[config.mk]
export PLATFORM = sky130hd
export DESIGN_NAME = acc_bank
export DESIGN_NICKNAME = d
export VERILOG_FILES = /design/src/rtl/acc_bank.sv
export SDC_FILE = /design/constraint.sdc
export NUM_CORES = 1
export LEC_CHECK = 0
export CAP_MARGIN = 40
export CORE_MARGIN = 2
export CORE_UTILIZATION = 55
export CTS_CLUSTER_DIAMETER = 40
export DETAILED_ROUTE_END_ITERATION = 8
export GPL_ROUTABILITY_DRIVEN = 0
export PLACE_DENSITY = 0.77
export SYNTH_ARGS = -nofsm -noshare
export SYNTH_HDL_FRONTEND = slang
export SYNTH_SLANG_ARGS = --single-unit
[constraint.sdc]
create_clock -name clk -period 3.95 [get_ports clk]
set_input_delay 0.9875 -clock clk [delete_from_list [all_inputs] [get_ports clk]]
set_output_delay 0.9875 -clock clk [all_outputs]
set_load 0.02 [all_outputs]
[src/rtl/acc_bank.sv]
// acc_bank: bank of NUM_ACC independent N-bit accumulators with carry flags.
// One operation per cycle on the selected accumulator; reads are combinational.
module acc_bank #(
    parameter int N       = 15,
    parameter int NUM_ACC = 4,
    parameter int SAT     = 0,
    parameter int SW      = (NUM_ACC > 1) ? $clog2(NUM_ACC) : 1
) (
    input  logic          clk,
    input  logic          rst,
    input  logic [SW-1:0] acc_sel,
    input  logic          clr_en,
    input  logic          alu_to_ac,
    input  logic [N-1:0]  alu_out,
    input  logic          write_en,
    input  logic [N-1:0]  datain,
    input  logic          dec_en,
    input  logic          inc_en,
    output logic [N-1:0]  dataout,
    output logic          zero_flag,
    output logic          carry_flag
);

    logic [NUM_ACC-1:0][N-1:0] acc_q, acc_d;
    logic [NUM_ACC-1:0]        cy_q, cy_d;

    logic [NUM_ACC-1:0] hit;
    logic [N-1:0]       rd_acc;
    logic               rd_cy;
    logic               op_en;
    logic [N-1:0]       nxt_acc;
    logic               nxt_cy;
    logic               at_max;
    logic               at_min;

    // A select outside the bank matches no entry, so it reads as zero
    // and no accumulator is written.
    always_comb begin
        hit    = '0;
        rd_acc = '0;
        rd_cy  = 1'b0;
        for (int i = 0; i < NUM_ACC; i++) begin
            if (acc_sel == SW'(i)) begin
                hit[i] = 1'b1;
                rd_acc = acc_q[i];
                rd_cy  = cy_q[i];
            end
        end
    end

    assign at_max = (rd_acc == {N{1'b1}});
    assign at_min = (rd_acc == '0);
    assign op_en  = clr_en | alu_to_ac | write_en | dec_en | inc_en;

    always_comb begin
        nxt_acc = rd_acc;
        nxt_cy  = rd_cy;
        if (clr_en) begin
            nxt_acc = '0;
            nxt_cy  = 1'b0;
        end else if (alu_to_ac) begin
            nxt_acc = alu_out;
            nxt_cy  = 1'b0;
        end else if (write_en) begin
            nxt_acc = datain;
            nxt_cy  = 1'b0;
        end else if (dec_en) begin
            nxt_cy = at_min;
            if (!(at_min && SAT != 0)) begin
                nxt_acc = rd_acc - N'(1);
            end
        end else if (inc_en) begin
            nxt_cy = at_max;
            if (!(at_max && SAT != 0)) begin
                nxt_acc = rd_acc + N'(1);
            end
        end
    end

    always_comb begin
        acc_d = acc_q;
        cy_d  = cy_q;
        for (int i = 0; i < NUM_ACC; i++) begin
            if (hit[i] && op_en) begin
                acc_d[i] = nxt_acc;
                cy_d[i]  = nxt_cy;
            end
        end
    end

    always_ff @(posedge clk or posedge rst) begin
        if (rst) begin
            acc_q <= '0;
            cy_q  <= '0;
        end else begin
            acc_q <= acc_d;
            cy_q  <= cy_d;
        end
    end

    assign dataout    = rd_acc;
    assign zero_flag  = (rd_acc == '0);
    assign carry_flag = rd_cy;

endmodule

==> flow_summary.yaml, run 1 <==
route:
  remaining_drc_errors: 0
  drt-initial-drc-count: 393
  drt_first_pass_iters: 5
  ant_nets: 0
  wl_met2_mm: 5.220
  met1_length_mm: 4.729
  routed_wl_mm: 11.30
  top_layer: "met4"
  vias_per_cell: 6.298
  vias: 3571
  post_drt_wl_per_cell_um: 19.93
  dr_wl_met3_um: 900
setup_path:
  cp.required_ns: 2.96
  arrival_ns: 2.91
  cp_common_cell: "buf_4"
  critPathLaunchType: "input pin"
  slowest_stage: "clkdlybuf4s50_1"
  cp_max_fo: 7
  critical_path_class: "in -> out"
  r2r_cells: 7
  worstPathCellList: "dlygate4sd2_1, bufbuf_16, buf_4, mux4_2, buf_4, clkdlybuf4s50_1"
  cp-end-kind: "output pin"
  slowest_delay_ns: 0.53
clock_tree:
  clkSlewWorstSetupHoldPaths_ns: 0.07
  h-tree-depth: 3
  cts_hold_buf: 0
  cts-root-buf: "clkbuf_8"
  clock_latency_ns: 0.35
  cts_sinks: 64
  cts_tree: "built"
  cts.path.max_buffers: 2
  cts_buffers: 9
timing:
  rsz0062_at_grt: "false"
  setup_viol: 0
  fmaxAchievable_mhz: 256.5
  slew_headroom: 0.6325
  period_share: 0.9868
  hold-worst-slack_ns: 0.4730
  drv_slew: 0
  tightest_slew_ns: 0.5470
  finalClockSkew_ns: 0.003823
  min_period_ns: 3.898
  hold_violations: 0
grt:
  grt_pass1_wl_mm: 17.68
  grt_overflow_total: 0
  grt_max_degree: 33
  grt_pass1_vias: 3488
  grt_usage: 0.3148
  antenna_found_initial: 0
power:
  power_density_nw_per_um2: 412.8
  p_leak_nw: 2.130
  ir_drop_mv: 0.3147
  power_mw: 2.043
synthesis:
  netlist_instances: 396
  synth.distinct_cells: 59
  ys_seq_area_frac: 0.4274
  synth_top_area_frac: 0.4274
  yosys-top-cells-area: "dfrtp_1, nand2_1, mux4_2"
  async_reset_ff_frac: 1.000
  synth_top_cell_by_area: "dfrtp_1"
  synth_warnings: 0
  avgSynthCellArea_um2: 9.463
  synth_ff_type: "dfrtp_1"
  synthTopCellsByCount: "nand2_1, dfrtp_1, o31ai_1"
  synth.cell_area_um2: 3747
  yosysMostFrequentCell: "nand2_1"
  ys_seq_elements: 64
  syn_nets: 437
  synth-edff-count: 0
min_path:
  hp-class: "reg -> reg"
  hold_path_depth: 2
floorplan:
  die_w_um: 86.55
  num_io_pins: 56
  rows: 30
  die_height_um: 86.55
  dieArea_um2: 7490
  start_util: 0.5609
  coreArea_um2: 6681
cells_and_area:
  fillers: 449
  layout-drive-gt1-share: 0.1992
  num_antenna_cells: 0
  area_growth_pct: 32.09
  nNetsFinal: 523
run:
  max_cap_viol_count: 0
place:
  hpwlAfterDp_mm: 7.691
  port_buffers: 55
outcome:
  status: "finished, final reports clean"
-- kinds of logic (layout without fill, tap and decap cells) --
kind of cell,count (synthesis),in the layout,synth area share
buffers and inverters,40,131,0.04641
AND/OR/NAND/NOR,158,158,0.2063
flip-flops,64,64,0.4274
multiplexers,18,18,0.1038
XOR/XNOR,5,5,0.01169
adder cells (fa/ha/maj),2,2,0.006677
AO/OA/AOI/OAI,109,109,0.1977
-- state kept, by name, summed over array words and instances (netlist names) --
register  cells
acc_q        60
cy_q          4
-- cell type report --
class	count	area (um2)	share of cell area
inverter	11	41.29	0.008342
timing repair buffer	104	1018	0.2058
multi-input combinational	292	1988	0.4017
clock inverter	2	37.54	0.007583
sequential	64	1602	0.3236
tap	80	100.1	0.02022
clock buffer	14	162.7	0.03286
-- metal layers --
| metal | vias to the layer above | track usage |
|---|---|---|
| met2 | 198 | 0.4797 |
| met5 | - | 0 |
| met4 | 0 | 0.1605 |
| li1 | 1625 | - |
| met1 | 1711 | 0.4415 |
| met3 | 37 | 0.04857 |
-- cells in the final DEF, fill, tap and decap left out, drive strengths merged, types with 6 or more instances in the layout --
cell	instances
a21oi	6
clkbuf	15
o31ai	32
nor3	9
dfrtp	64
nor2	14
and3	7
inv	11
clkdlybuf4s50	51
o21ai	40
mux4	16
buf	48
o211ai	6
nand2	92
-- report_power, final --
part | internal (mW) | leakage, nW | switching [mW]
sequential | 0.736 | 0.841 | 0.0487
clock | 0.327 | 0.0969 | 0.252
combinational | 0.326 | 1.19 | 0.353
total | 1.39 | 2.13 | 0.654
-- path summary, 6_finish.rpt --
path                             from          end  slack (ns)
max                        acc_sel[1]  dataout[13]        0.05
min                         acc_q[35]    acc_q[35]        0.47
max reg2reg                 acc_q[50]    acc_q[12]        1.13
min reg2reg                 acc_q[35]    acc_q[35]        0.47
max in group asynchronous         rst    acc_q[17]        2.19
min in group asynchronous         rst    acc_q[56]        0.96
-- timing repair --
item	CTS	global route
pin swaps	0	1
cloned	1	1
buffers inserted	3	1
setup endpoints to repair	4	3
gates resized for setup	9	4
-- stage by stage --
stage / area, um2 / std cells / setup WS [ns] / util / TNS, ns
after floorplan: 3747 / 396 / 0.3224 / - / 0
after global placement: 4631 / 544 / -0.5616 / 0.6931 / -2.591
after detailed placement: 4651 / 545 / -0.5601 / 0.6961 / -4.372
after CTS: 4910 / 565 / -0.09877 / 0.7348 / -0.09877
after global routing: 4950 / 567 / 0.01908 / 0.7408 / 0
final: 4950 / 567 / 0.05211 / 0.7408 / 0
-- worst max-delay path: cells and delay by family --
family                 cells  cell delay [ns]
buffers and inverters      5             1.41
multiplexers               1             0.51
No activity file was read; power rests on OpenSTA's default activity.
==> run 2, diff against run 1 <==
--- a/config.mk
+++ b/config.mk
@@ -5,9 +5,10 @@
 export SDC_FILE = /design/constraint.sdc
 export NUM_CORES = 1
 export LEC_CHECK = 0
+export ABC_AREA = 1
 export CAP_MARGIN = 40
 export CORE_MARGIN = 2
-export CORE_UTILIZATION = 55
+export CORE_UTILIZATION = 56
 export CTS_CLUSTER_DIAMETER = 40
 export DETAILED_ROUTE_END_ITERATION = 8
 export GPL_ROUTABILITY_DRIVEN = 0
==> run 2 against run 1 <==
Effect of this change: first-iteration DRC count rose by 3.6%; worst hold slack improved by 0.020 ns; cell count increased by 37%; critical endpoint is now zero_flag; setup slack lost 0.021 ns; critical path depth is 7 higher; largest power group unchanged; combinational power fell by 11%; utilization fell by 0.48 points; die area rose by 9.3%; non-clock buffer count decreased by 2; area after synthesis grew 12%.
==> flow_summary.yaml, run 2 <==
outcome:
  status: "finished, final reports clean"
synthesis:
  ys_seq_elements: 64
  synth_top_cell_by_area: "dfrtp_1"
  synth-edff-count: 0
  synth.cell_area_um2: 4189
  avgSynthCellArea_um2: 7.161
  synth_ff_type: "dfrtp_1"
  synthTopCellsByCount: "nand2_1, nand3_1, dfrtp_1"
  synth_top_area_frac: 0.3823
  yosys-top-cells-area: "dfrtp_1, nand2_1, nand3_1"
  synth.distinct_cells: 31
  ys_seq_area_frac: 0.3823
  netlist_instances: 585
  syn_nets: 626
  synth_warnings: 0
  yosysMostFrequentCell: "nand2_1"
  async_reset_ff_frac: 1.000
cells_and_area:
  fillers: 579
  nNetsFinal: 715
  final_common_cell: "nand2_1"
  layout-drive-gt1-share: 0.1797
  area_growth_pct: 27.45
  num_antenna_cells: 0
  largest_reg_flops: 60
  top_register: "acc_q"
  multi_input_area_um2: 2292
  seq_area_um2: 1602
  mostFrequentLayoutCells: "nand2_1, nand3_1, dfrtp_1"
  top_regs: "acc_q x60, cy_q x4"
timing:
  finalClockSkew_ns: 0.009096
  fmaxAchievable_mhz: 255.2
  min_period_ns: 3.919
  period_share: 0.9920
  setup_viol: 0
  hold_violations: 0
  drv_slew: 0
  tightest_slew_ns: 0.6040
  rsz0062_at_grt: "true"
  hold-worst-slack_ns: 0.4933
  setup_ws_ns: 0.03141
  slew_headroom: 0.5943
setup_path:
  critical_path_class: "in -> out"
  reg2reg_slack_ns: 1.52
  arrival_ns: 2.93
  cp_max_fo: 13
  r2r-start: "acc_q[30]"
  critPathLaunchType: "input pin"
  cp-end-kind: "output pin"
  r2r-end: "acc_q[36]"
  cp.required_ns: 2.96
  r2r_cells: 16
  cp-startpoint: "acc_sel[0]"
power:
  swShare: 0.3515
  p_leak_nw: 2.735
  power_mw: 1.957
  power.switching_mw: 0.6879
  ir_drop_mv: 0.2799
  p_seq_frac: 0.402
  pwr-share-clk: 0.290
  power_density_nw_per_um2: 366.6
  p_int_mw: 1.269
  combPwrFrac: 0.308
grt:
  grt_pass1_wl_mm: 21.59
  antenna_found_initial: 0
  grt_usage: 0.3329
  grt_pass1_vias: 4366
  grt_overflow_total: 0
  grt_max_degree: 65
min_path:
  min_to: "acc_q[53]"
  hold_path_depth: 2
  hp-class: "reg -> reg"
  holdCritStartpoint: "acc_q[53]"
clock_tree:
  cts_sinks: 64
  cts_buffers: 9
  clock_latency_ns: 0.35
  cts-root-buf: "clkbuf_8"
  cts.path.max_buffers: 2
  h-tree-depth: 3
  clkSlewWorstSetupHoldPaths_ns: 0.07
  cts_tree: "built"
route:
  post_drt_wl_per_cell_um: 16.97
  ant_nets: 0
  vias_per_cell: 5.756
  drt-initial-drc-count: 407
  vias: 4478
  drt_first_pass_iters: 5
  routed_wl_mm: 13.21
  remaining_drc_errors: 0
floorplan:
  coreArea_um2: 7253
  die_height_um: 90.49
  num_io_pins: 56
  die_w_um: 90.49
  rows: 31
  dieArea_um2: 8188
  start_util: 0.5775
place:
  dp_slack_ns: -0.4998
  hpwlAfterDp_mm: 9.486
  port_buffers: 55
run:
  max_cap_viol_count: 0
==> run 2: changes by cell type in the layout (fill, tap and decap cells not counted), moves of 9 or more <==
| cell | change |
|---|---|
| o31ai_1 | -32 |
| nand2_1 | +93 |
| mux4_2 | -16 |
| clkdlybuf4s50_1 | -9 |
| inv_1 | +30 |
| a21oi_1 | +33 |
| nand3_1 | +81 |
==> run 2: logic make-up (layout without fill, tap and decap cells) <==
| logic type | count (synthesis) | after routing | share of synthesized area |
|---|---|---|---|
| AO/OA/AOI/OAI | 93 | 93 | 0.1195 |
| XOR/XNOR | 1 | 1 | 0.002091 |
| adder cells (fa/ha/maj) | 2 | 2 | 0.005973 |
| buffers and inverters | 72 | 165 | 0.07437 |
| flip-flops | 64 | 64 | 0.3823 |
| AND/OR/NAND/NOR | 353 | 354 | 0.4158 |
==> run 2: power by group through the flow <==
stage | combinational (mW) | clock [mW] | sequential [mW]
global route | 0.659 | 0.602 | 0.794
CTS | 0.595 | 0.572 | 0.785
detailed placement | 0.596 | 0 | 0.795
finish | 0.603 | 0.567 | 0.787
global placement | 0.580 | 0 | 0.796
floorplan | 0.355 | 0 | 0.777
==> run 2: per-stage QoR <==
stage                     std cells  cell area [um2]  setup TNS, ns    util
final                           778             5339              0  0.7361
after global routing            778             5339       -0.04811  0.7361
after CTS                       777             5321       -0.02644  0.7337
after detailed placement        761             5121         -1.450  0.7061
after global placement          761             5121         -1.209  0.7061
after floorplan                 585             4189              0       -
==> run 2: timing repair <==
| action | CTS | global route |
|---|---|---|
| gates resized for setup | 13 | 8 |
| endpoints found under the hold margin | 0 | 0 |
| setup buffers | 0 | 0 |
| hold buffers | 0 | 0 |
| gates cloned | 0 | 1 |
| endpoints found under the setup margin | 10 | 9 |
| pin swaps | 0 | 1 |
==> run 2: layout make-up <==
class,count,area share
Tap cell,99,0.02320
Clock inverter,7,0.01359
Inverter,47,0.03351
Timing Repair Buffer,102,0.1772
Sequential cell,64,0.3000
Multi-Input combinational cell,450,0.4293
Clock buffer,9,0.02320
==> run 2: critical path: stages <==
cell,delay (ns)
clkdlybuf4s50_1,0.44
buf_12,0.17
nand2_2,0.08
buf_4,0.15
inv_4,0.06
nand2_1,0.10
nand4_4,0.11
nor2_2,0.13
nand2_1,0.12
nor2_4,0.13
nand2_1,0.07
nor3_2,0.18
buf_4,0.19
==> run 2: per-layer routing <==
layer | global-route usage | part of all wire | wire [um]
met1 | 0.4623 | 0.42 | 5492
met2 | 0.5218 | 0.47 | 6160
met3 | 0.06344 | 0.099 | 1306
met4 | 0.1179 | 0.019 | 246
met5 | 0 | 0 | 0
==> run 2: worst max path at each step <==
| stage | to | slack [ns] | cells after the start |
|---|---|---|---|
| floorplan | zero_flag | 0.45 | 10 |
| global route | zero_flag | -0.05 | 13 |
| global placement | zero_flag | -0.50 | 11 |
| CTS | zero_flag | -0.03 | 12 |
| finish | zero_flag | 0.03 | 13 |
| detailed placement | zero_flag | -0.50 | 11 |
==> run 3, diff against run 2 <==
--- a/config.mk
+++ b/config.mk
@@ -13,6 +13,7 @@
 export DETAILED_ROUTE_END_ITERATION = 8
 export GPL_ROUTABILITY_DRIVEN = 0
 export PLACE_DENSITY = 0.77
+export SLEW_MARGIN = 30
 export SYNTH_ARGS = -nofsm -noshare
 export SYNTH_HDL_FRONTEND = slang
 export SYNTH_SLANG_ARGS = --single-unit
==> results of run 3 <==
Same layout as run 2: the final DEF is identical, and so are final timing and power.
